===== src/rtl/cram_async_ctrl_if.sv =====
// cram_if: pin bundle between the controller and an asynchronous CellularRAM
// (muxed address/data bus).
//   data_out [15:0] : value the FPGA drives onto dq (address low word or write data)
//   data_in  [15:0] : value read back from dq
//   a        [5:0]  : upper address bits [21:16]
//   clk             : CellularRAM clock, held low in asynchronous mode
//   adv_n           : address valid, active low
//   cre             : configuration register enable, held low
//   ce0_n / ce1_n   : chip enables for the two devices, active low
//   oe_n / we_n     : output enable / write enable, active low
//   ub_n / lb_n     : upper / lower byte enables, active low
interface cram_if;
    logic [15:0] data_out;
    logic [15:0] data_in;
    logic [5:0]  a;
    logic        clk;
    logic        adv_n;
    logic        cre;
    logic        ce0_n;
    logic        ce1_n;
    logic        oe_n;
    logic        we_n;
    logic        ub_n;
    logic        lb_n;

    modport ctrl (
        output data_out, a, clk, adv_n, cre, ce0_n, ce1_n, oe_n, we_n, ub_n, lb_n,
        input  data_in
    );

    modport mem (
        input  data_out, a, clk, adv_n, cre, ce0_n, ce1_n, oe_n, we_n, ub_n, lb_n,
        output data_in
    );
endinterface


===== src/rtl/cram_async_ctrl.sv =====
// cram_async_ctrl: single-access asynchronous CellularRAM controller.
// Each accepted request runs ADDR (adv_n low, address on dq), then READ or
// WRITE, then REC (chip deselected) before returning to IDLE.
//
// Ports:
//   clk, reset              : block clock, synchronous active-high reset
//   req_valid / req_ready   : request handshake
//   req_write               : 1 = write, 0 = read
//   req_addr [22:0]         : word address, bit 22 selects ce1_n over ce0_n
//   req_wdata [15:0]        : write data
//   req_be [1:0]            : byte enables (bit 1 upper, bit 0 lower)
//   rsp_valid               : one-cycle completion pulse (reads and writes)
//   rsp_rdata [15:0]        : last read data, held until the next read completes
//   fsm_state [2:0]         : debug view of the state register
//   cram                    : memory pin bundle (cram_if.ctrl)
//
// Handshake: a request transfers on the rising edge where req_valid and
// req_ready are both 1. req_ready is 1 only in IDLE; a requester seeing
// req_ready=0 keeps req_valid and its fields stable until the transfer edge.
// Every field is latched on the transfer edge, so the requester may change
// them freely afterwards.
module cram_async_ctrl #(
    parameter int ADV_CYCLES = 2,
    parameter int WR_CYCLES  = 4,
    parameter int RD_CYCLES  = 5,
    parameter int REC_CYCLES = 2
) (
    input  logic        clk,
    input  logic        reset,
    input  logic        req_valid,
    output logic        req_ready,
    input  logic        req_write,
    input  logic [22:0] req_addr,
    input  logic [15:0] req_wdata,
    input  logic [1:0]  req_be,
    output logic        rsp_valid,
    output logic [15:0] rsp_rdata,
    output logic [2:0]  fsm_state,
    cram_if.ctrl        cram
);

    generate
        if (ADV_CYCLES < 1 || WR_CYCLES < 1 || RD_CYCLES < 1 || REC_CYCLES < 1) begin : g_param_check
            $error("cram_async_ctrl: every phase length parameter must be at least 1");
        end
    endgenerate

    // The phase counter only ever holds (phase length - 1), so it needs
    // enough bits for the largest parameter minus one.
    localparam int MAX_AW = (ADV_CYCLES > WR_CYCLES) ? ADV_CYCLES : WR_CYCLES;
    localparam int MAX_RR = (RD_CYCLES > REC_CYCLES) ? RD_CYCLES : REC_CYCLES;
    localparam int MAX_P  = (MAX_AW > MAX_RR) ? MAX_AW : MAX_RR;
    localparam int CW     = (MAX_P > 1) ? $clog2(MAX_P) : 1;

    localparam logic [CW-1:0] ADV_LOAD = CW'(ADV_CYCLES - 1);
    localparam logic [CW-1:0] WR_LOAD  = CW'(WR_CYCLES - 1);
    localparam logic [CW-1:0] RD_LOAD  = CW'(RD_CYCLES - 1);
    localparam logic [CW-1:0] REC_LOAD = CW'(REC_CYCLES - 1);

    typedef enum logic [2:0] {
        S_IDLE  = 3'd0,
        S_ADDR  = 3'd1,
        S_READ  = 3'd2,
        S_WRITE = 3'd3,
        S_REC   = 3'd4
    } state_t;

    state_t         state_q, state_d;
    logic [CW-1:0]  cnt_q, cnt_d;

    // Latched request fields
    logic           write_q;
    logic [22:0]    addr_q;
    logic [15:0]    wdata_q;
    logic [1:0]     be_q;

    logic           accept;

    // Request fields as they will be after the coming edge; used so the
    // registered outputs of the first ADDR cycle already carry the new request.
    logic           sel_write;
    logic [22:0]    sel_addr;
    logic [15:0]    sel_wdata;
    logic [1:0]     sel_be;

    // Next values of the registered outputs
    logic           ce0_n_d, ce1_n_d, adv_n_d, oe_n_d, we_n_d, ub_n_d, lb_n_d;
    logic [5:0]     a_d;
    logic [15:0]    data_out_d;
    logic           rsp_valid_d;
    logic           capture;

    // req_ready is a register that is 1 exactly when state_q is IDLE
    assign accept    = req_valid && req_ready;
    assign sel_write = accept ? req_write : write_q;
    assign sel_addr  = accept ? req_addr  : addr_q;
    assign sel_wdata = accept ? req_wdata : wdata_q;
    assign sel_be    = accept ? req_be    : be_q;

    // Read data is taken on the edge that closes the final READ cycle
    assign capture   = (state_q == S_READ) && (cnt_q == '0);

    assign fsm_state = state_q;

    // ------------------------------------------------------------------
    // State register, latched request and registered outputs
    // ------------------------------------------------------------------
    always_ff @(posedge clk) begin
        if (reset) begin
            state_q       <= S_IDLE;
            cnt_q         <= '0;
            write_q       <= 1'b0;
            addr_q        <= '0;
            wdata_q       <= '0;
            be_q          <= '0;
            req_ready     <= 1'b1;
            rsp_valid     <= 1'b0;
            rsp_rdata     <= '0;
            cram.ce0_n    <= 1'b1;
            cram.ce1_n    <= 1'b1;
            cram.adv_n    <= 1'b1;
            cram.oe_n     <= 1'b1;
            cram.we_n     <= 1'b1;
            cram.ub_n     <= 1'b1;
            cram.lb_n     <= 1'b1;
            cram.a        <= '0;
            cram.data_out <= '0;
            cram.clk      <= 1'b0;
            cram.cre      <= 1'b0;
        end else begin
            state_q       <= state_d;
            cnt_q         <= cnt_d;
            if (accept) begin
                write_q   <= req_write;
                addr_q    <= req_addr;
                wdata_q   <= req_wdata;
                be_q      <= req_be;
            end
            req_ready     <= (state_d == S_IDLE);
            rsp_valid     <= rsp_valid_d;
            if (capture) begin
                rsp_rdata <= cram.data_in;
            end
            cram.ce0_n    <= ce0_n_d;
            cram.ce1_n    <= ce1_n_d;
            cram.adv_n    <= adv_n_d;
            cram.oe_n     <= oe_n_d;
            cram.we_n     <= we_n_d;
            cram.ub_n     <= ub_n_d;
            cram.lb_n     <= lb_n_d;
            cram.a        <= a_d;
            cram.data_out <= data_out_d;
            cram.clk      <= 1'b0;
            cram.cre      <= 1'b0;
        end
    end

    // ------------------------------------------------------------------
    // Next-state logic; the counter is reloaded on every state entry and
    // only decremented while nonzero, so it cannot wrap.
    // ------------------------------------------------------------------
    always_comb begin
        state_d = state_q;
        cnt_d   = cnt_q;
        case (state_q)
            S_IDLE: begin
                if (accept) begin
                    state_d = S_ADDR;
                    cnt_d   = ADV_LOAD;
                end
            end
            S_ADDR: begin
                if (cnt_q == '0) begin
                    if (write_q) begin
                        state_d = S_WRITE;
                        cnt_d   = WR_LOAD;
                    end else begin
                        state_d = S_READ;
                        cnt_d   = RD_LOAD;
                    end
                end else begin
                    cnt_d = cnt_q - 1'b1;
                end
            end
            S_READ, S_WRITE: begin
                if (cnt_q == '0) begin
                    state_d = S_REC;
                    cnt_d   = REC_LOAD;
                end else begin
                    cnt_d = cnt_q - 1'b1;
                end
            end
            S_REC: begin
                if (cnt_q == '0) begin
                    state_d = S_IDLE;
                    cnt_d   = '0;
                end else begin
                    cnt_d = cnt_q - 1'b1;
                end
            end
            default: begin
                state_d = S_IDLE;
                cnt_d   = '0;
            end
        endcase
    end

    // ------------------------------------------------------------------
    // Output decode of the next state; registered above so every pin
    // comes straight from a flop. IDLE and REC share the idle values,
    // which keep oe_n high so the FPGA owns dq and it never floats.
    // ------------------------------------------------------------------
    always_comb begin
        ce0_n_d     = 1'b1;
        ce1_n_d     = 1'b1;
        adv_n_d     = 1'b1;
        oe_n_d      = 1'b1;
        we_n_d      = 1'b1;
        ub_n_d      = 1'b1;
        lb_n_d      = 1'b1;
        a_d         = '0;
        data_out_d  = '0;
        rsp_valid_d = 1'b0;
        case (state_d)
            S_ADDR: begin
                ce0_n_d    = sel_addr[22];
                ce1_n_d    = ~sel_addr[22];
                adv_n_d    = 1'b0;
                a_d        = sel_addr[21:16];
                data_out_d = sel_addr[15:0];
            end
            S_WRITE: begin
                ce0_n_d    = sel_addr[22];
                ce1_n_d    = ~sel_addr[22];
                we_n_d     = 1'b0;
                a_d        = sel_addr[21:16];
                data_out_d = sel_wdata;
                ub_n_d     = ~sel_be[1];
                lb_n_d     = ~sel_be[0];
            end
            S_READ: begin
                ce0_n_d    = sel_addr[22];
                ce1_n_d    = ~sel_addr[22];
                oe_n_d     = 1'b0;
                a_d        = sel_addr[21:16];
                ub_n_d     = 1'b0;
                lb_n_d     = 1'b0;
            end
            default: begin
            end
        endcase
        // Pulse only on the transition into REC, i.e. its first cycle
        if ((state_q == S_READ || state_q == S_WRITE) && state_d == S_REC) begin
            rsp_valid_d = 1'b1;
        end
    end

endmodule


===== src/flat_wrapper.sv =====
// flat-port wrapper written by rule: the top's interface ports become plain ports
module cram_async_ctrl_flat 
#(
    parameter int ADV_CYCLES = 2,
    parameter int WR_CYCLES  = 4,
    parameter int RD_CYCLES  = 5,
    parameter int REC_CYCLES = 2
)
  (clk, reset, req_valid, req_ready, req_write, req_addr, req_wdata, req_be, rsp_valid, rsp_rdata, fsm_state, cram_data_out, cram_a, cram_clk, cram_adv_n, cram_cre, cram_ce0_n, cram_ce1_n, cram_oe_n, cram_we_n, cram_ub_n, cram_lb_n, cram_data_in);
  cram_if cram_i ();
  input  logic clk;
  input  logic reset;
  input  logic req_valid;
  output logic req_ready;
  input  logic req_write;
  input  logic [22:0] req_addr;
  input  logic [15:0] req_wdata;
  input  logic [1:0] req_be;
  output logic rsp_valid;
  output logic [15:0] rsp_rdata;
  output logic [2:0] fsm_state;
  output wire logic [$bits(cram_i.data_out)-1:0] cram_data_out;
  output wire logic [$bits(cram_i.a)-1:0] cram_a;
  output wire logic [$bits(cram_i.clk)-1:0] cram_clk;
  output wire logic [$bits(cram_i.adv_n)-1:0] cram_adv_n;
  output wire logic [$bits(cram_i.cre)-1:0] cram_cre;
  output wire logic [$bits(cram_i.ce0_n)-1:0] cram_ce0_n;
  output wire logic [$bits(cram_i.ce1_n)-1:0] cram_ce1_n;
  output wire logic [$bits(cram_i.oe_n)-1:0] cram_oe_n;
  output wire logic [$bits(cram_i.we_n)-1:0] cram_we_n;
  output wire logic [$bits(cram_i.ub_n)-1:0] cram_ub_n;
  output wire logic [$bits(cram_i.lb_n)-1:0] cram_lb_n;
  input wire logic [$bits(cram_i.data_in)-1:0] cram_data_in;
  assign cram_data_out = cram_i.data_out;
  assign cram_a = cram_i.a;
  assign cram_clk = cram_i.clk;
  assign cram_adv_n = cram_i.adv_n;
  assign cram_cre = cram_i.cre;
  assign cram_ce0_n = cram_i.ce0_n;
  assign cram_ce1_n = cram_i.ce1_n;
  assign cram_oe_n = cram_i.oe_n;
  assign cram_we_n = cram_i.we_n;
  assign cram_ub_n = cram_i.ub_n;
  assign cram_lb_n = cram_i.lb_n;
  assign cram_i.data_in = cram_data_in;
  cram_async_ctrl #(.ADV_CYCLES(ADV_CYCLES), .WR_CYCLES(WR_CYCLES), .RD_CYCLES(RD_CYCLES), .REC_CYCLES(REC_CYCLES)) u_core (.clk(clk), .reset(reset), .req_valid(req_valid), .req_ready(req_ready), .req_write(req_write), .req_addr(req_addr), .req_wdata(req_wdata), .req_be(req_be), .rsp_valid(rsp_valid), .rsp_rdata(rsp_rdata), .fsm_state(fsm_state), .cram(cram_i));
endmodule

===== config.mk =====
export PLATFORM = sky130hd
export DESIGN_NAME = cram_async_ctrl_flat
export DESIGN_NICKNAME = d
export VERILOG_FILES = /design/src/rtl/cram_async_ctrl_if.sv /design/src/rtl/cram_async_ctrl.sv /design/src/flat_wrapper.sv
export SDC_FILE = /design/constraint.sdc
export NUM_CORES = 1
export LEC_CHECK = 0
export ABC_CLOCK_PERIOD_IN_PS = 1500
export CORE_MARGIN = 2
export CORE_UTILIZATION = 42
export DETAILED_ROUTE_END_ITERATION = 10
export GPL_ROUTABILITY_DRIVEN = 0
export PLACE_DENSITY = 0.85
export SLEW_MARGIN = 10
export SYNTH_ARGS = -nofsm -noshare
export SYNTH_HDL_FRONTEND = slang
export SYNTH_SLANG_ARGS = --single-unit

===== constraint.sdc =====
create_clock -name clk -period 1.5 [get_ports clk]
set_input_delay 0.15 -clock clk [delete_from_list [all_inputs] [get_ports clk]]
set_output_delay 0.15 -clock clk [all_outputs]
set_load 0.005 [all_outputs]

==> out/results.ini <==
[synth]
ys_ff_latch=95
ys_warn_count=0
synth_top_cell_by_area=dfxtp_1
async_reset_ff_frac=0
syn_area_um2=3810
ys_seq_area_frac=0.499
ys_top_cells_by_area=dfxtp_1 (50%), a21oi_1 (10%), a21bo_2 (8.4%)
synth_flop_cell=dfxtp_1
syn_inst=427
synth_top_cell_area_share=0.499
yosys.cell_types.count=49
synth_edf_count=0
avgSynthCellArea_um2=8.93

[clocking]
tritoncts.num_buffers=9
clock-root-buffer=clkbuf_8
cts_hold_buffers=0
cts_max_level=3
cts_tree=done
clk_pin_slew_worst_paths_ns=0.09
cts_buffer_depth=2
clock_latency_ns=0.35
cts.sinks=95

[power_and_ir_drop]
intPower_w=0.00453
switching_share=0.316
seq_power_share=0.430
p_total_w=0.00663
switchingPower_w=0.00209
p_per_area_nw_per_um2=1160
power_frac_clock=0.240
p_leak_nw=2.08
pwr-share-comb=0.330
vdd_drop_max_mv=0.594

[cells_and_area]
mostFrequentLayoutCells=clkdlybuf4s50_1 (105), dfxtp_1 (89), a21oi_1 (68)
nets=611
layout-area-overhead-vs-synth_pct=49.3
antenna_cells=0
drive_gt1_frac=0.264
final_common_cell=clkdlybuf4s50_1

[detailed_routing]
dr.pass1.iters=4
vias=3572
drc=0
postRouteWirelength_um=10800
drtAntennaViolNets=0
first_iter_violations=140
vias_per_cell=5.40
wl_per_cell_um=16.4

[sta]
finalCritPeriodShare=1.02
hold_viol=0
layout_setup_ws_ns=-0.0320
slew_viol_final=0
setup_violations=15
max_freq_mhz=653
fin_skew_ns=0.00962
rsz0062_at_grt=true
min_period_ns=1.53

[critical_path]
end_kind=flop
timing.rr.start=u_core.cnt_q[0]$_SDFFE_PP0P_
arrival_ns=1.77
critPathKind=reg -> reg
crit_path_start=u_core.cnt_q[0]$_SDFFE_PP0P_
cp_data_required_time_ns=1.74
worstPathMaxFanout=8
startpoint_type=flop

[job]
cap_violations=0

[placement]
portBuffers=110
dp_hpwl_um=6880
place_ws_ns=-0.211

[die]
dieHeight_um=99.3
die_area_um2=9850
start_util=0.435
core.rowCount=34
die_x_um=99.3
ios=113
core_area_um2=8760

[global_route]
track_usage=0.212
grt_max_degree=34
antenna_found_initial=0
grt_pass1_vias=3524
grt_overflow=0
grt_pass1_wl_um=16900

[min_path]
min_path_type=in -> reg
holdCritStartpoint=req_valid

[status]
violations=setup timing
status=complete, but fails checks

## critical path, cell delays in order (launching register included)
cell       delay [ns]
dfxtp_2          0.34
inv_2            0.08
ha_4             0.13
nor2b_4          0.20
mux2_4           0.37
clkbuf_16        0.19
nand3_2          0.07
a21oi_1          0.06
## repair_timing
action                                  4_1_cts  5_1_grt
endpoints found under the hold margin         0        0
endpoints found under the setup margin       52       48
cloned                                        2        3
pin swaps                                     1       21
resized for setup                            14       64
buffers inserted                              4        2
## Yosys cell counts, types with 2 or more instances
master    instances
a211o_1           2
a21bo_2          32
a21boi_0          4
a21boi_1          2
a21oi_1          78
buf_1             3
buf_2            15
buf_4             5
buf_6             3
clkbuf_1         13
dfxtp_1          95
ha_1              2
inv_1             3
mux2i_1           4
nand2_1          53
nand3_1          50
nor2_1            9
nor2b_1           3
o211ai_1          2
o21ai_0          13
o21ai_1           7
or2_2             2
## layout make-up
type | instances | area, um^2
Multi-Input combinational cell | 290 | 1910
Inverter | 4 | 17.5
Tap cell | 108 | 135
Timing Repair Buffer | 148 | 1520
Clock buffer | 9 | 124
Clock inverter | 7 | 63.8
Sequential cell | 95 | 1920
Fill cell | 654 | 3070
## per-stage QoR
| stage | setup TNS, ns | area, um^2 | hold slack [ns] | cells | utilization |
|---|---|---|---|---|---|
| 2_1_floorplan | -0.0391 | 3830 | 0.286 | 428 | - |
| 3_3_place_gp | -4.11 | 5100 | 0.441 | 635 | 0.582 |
| 3_5_place_dp | -6.32 | 5100 | 0.448 | 635 | 0.582 |
| 4_1_cts | -0.0271 | 5430 | 0.124 | 657 | 0.619 |
| 5_1_grt | -1.46 | 5690 | 0.144 | 661 | 0.649 |
| 6_report | -0.251 | 5690 | 0.150 | 661 | 0.649 |
## final timing paths
path | slack, ns | cells past startpoint | end
max | -0.03 | 7 | u_core.cram.data_out[2]$_SDFF_PP0_
min | 0.15 | 3 | u_core.addr_q[7]$_SDFF_PP0_
max reg2reg | -0.03 | 7 | u_core.cram.data_out[2]$_SDFF_PP0_
min reg2reg | 0.46 | 2 | u_core.addr_q[17]$_SDFF_PP0_
## cells by family after synthesis
family | share of synthesized area
AOI/OAI and AO/OA | 0.246
and+or+nand+nor | 0.165
DFF | 0.499
buffers and inverters | 0.0594
muxes | 0.0233
adders and majority gates | 0.00656
other | 0.000984
## per-layer routing
layer  vias to the layer above  global-route usage  share of wire
li1                       1723                   -              -
met1                      1690               0.251           0.41
met2                       148               0.373           0.50
met3                        11              0.0618          0.080
met4                         0              0.0569          0.010
met5                         -                   0              0
## state kept, by name, summed over array words and instances, names as in the netlist
| name | flops |
|---|---|
| u_core.addr_q | 23 |
| u_core.be_q | 2 |
| u_core.cnt_q | 3 |
| u_core.cram.a | 6 |
| u_core.cram.adv_n | 1 |
| u_core.cram.ce0_n | 1 |
| u_core.cram.ce1_n | 1 |
| u_core.cram.data_out | 16 |
| u_core.cram.lb_n | 1 |
| u_core.cram.oe_n | 1 |
| u_core.cram.ub_n | 1 |
| u_core.cram.we_n | 1 |
| u_core.fsm_state | 3 |
| u_core.req_ready | 1 |
| u_core.rsp_rdata | 16 |
| u_core.rsp_valid | 1 |
| u_core.wdata_q | 16 |
| u_core.write_q | 1 |
## power by group through the flow
stage               sequential, W  combinational [W]  clock (W)
floorplan                 0.00289           0.000985          0
global placement          0.00289            0.00168          0
detailed placement        0.00290            0.00174          0
CTS                       0.00284            0.00193    0.00161
global route              0.00287            0.00235    0.00175
finish                    0.00285            0.00219    0.00159
Power figures use the tool's default switching activity.
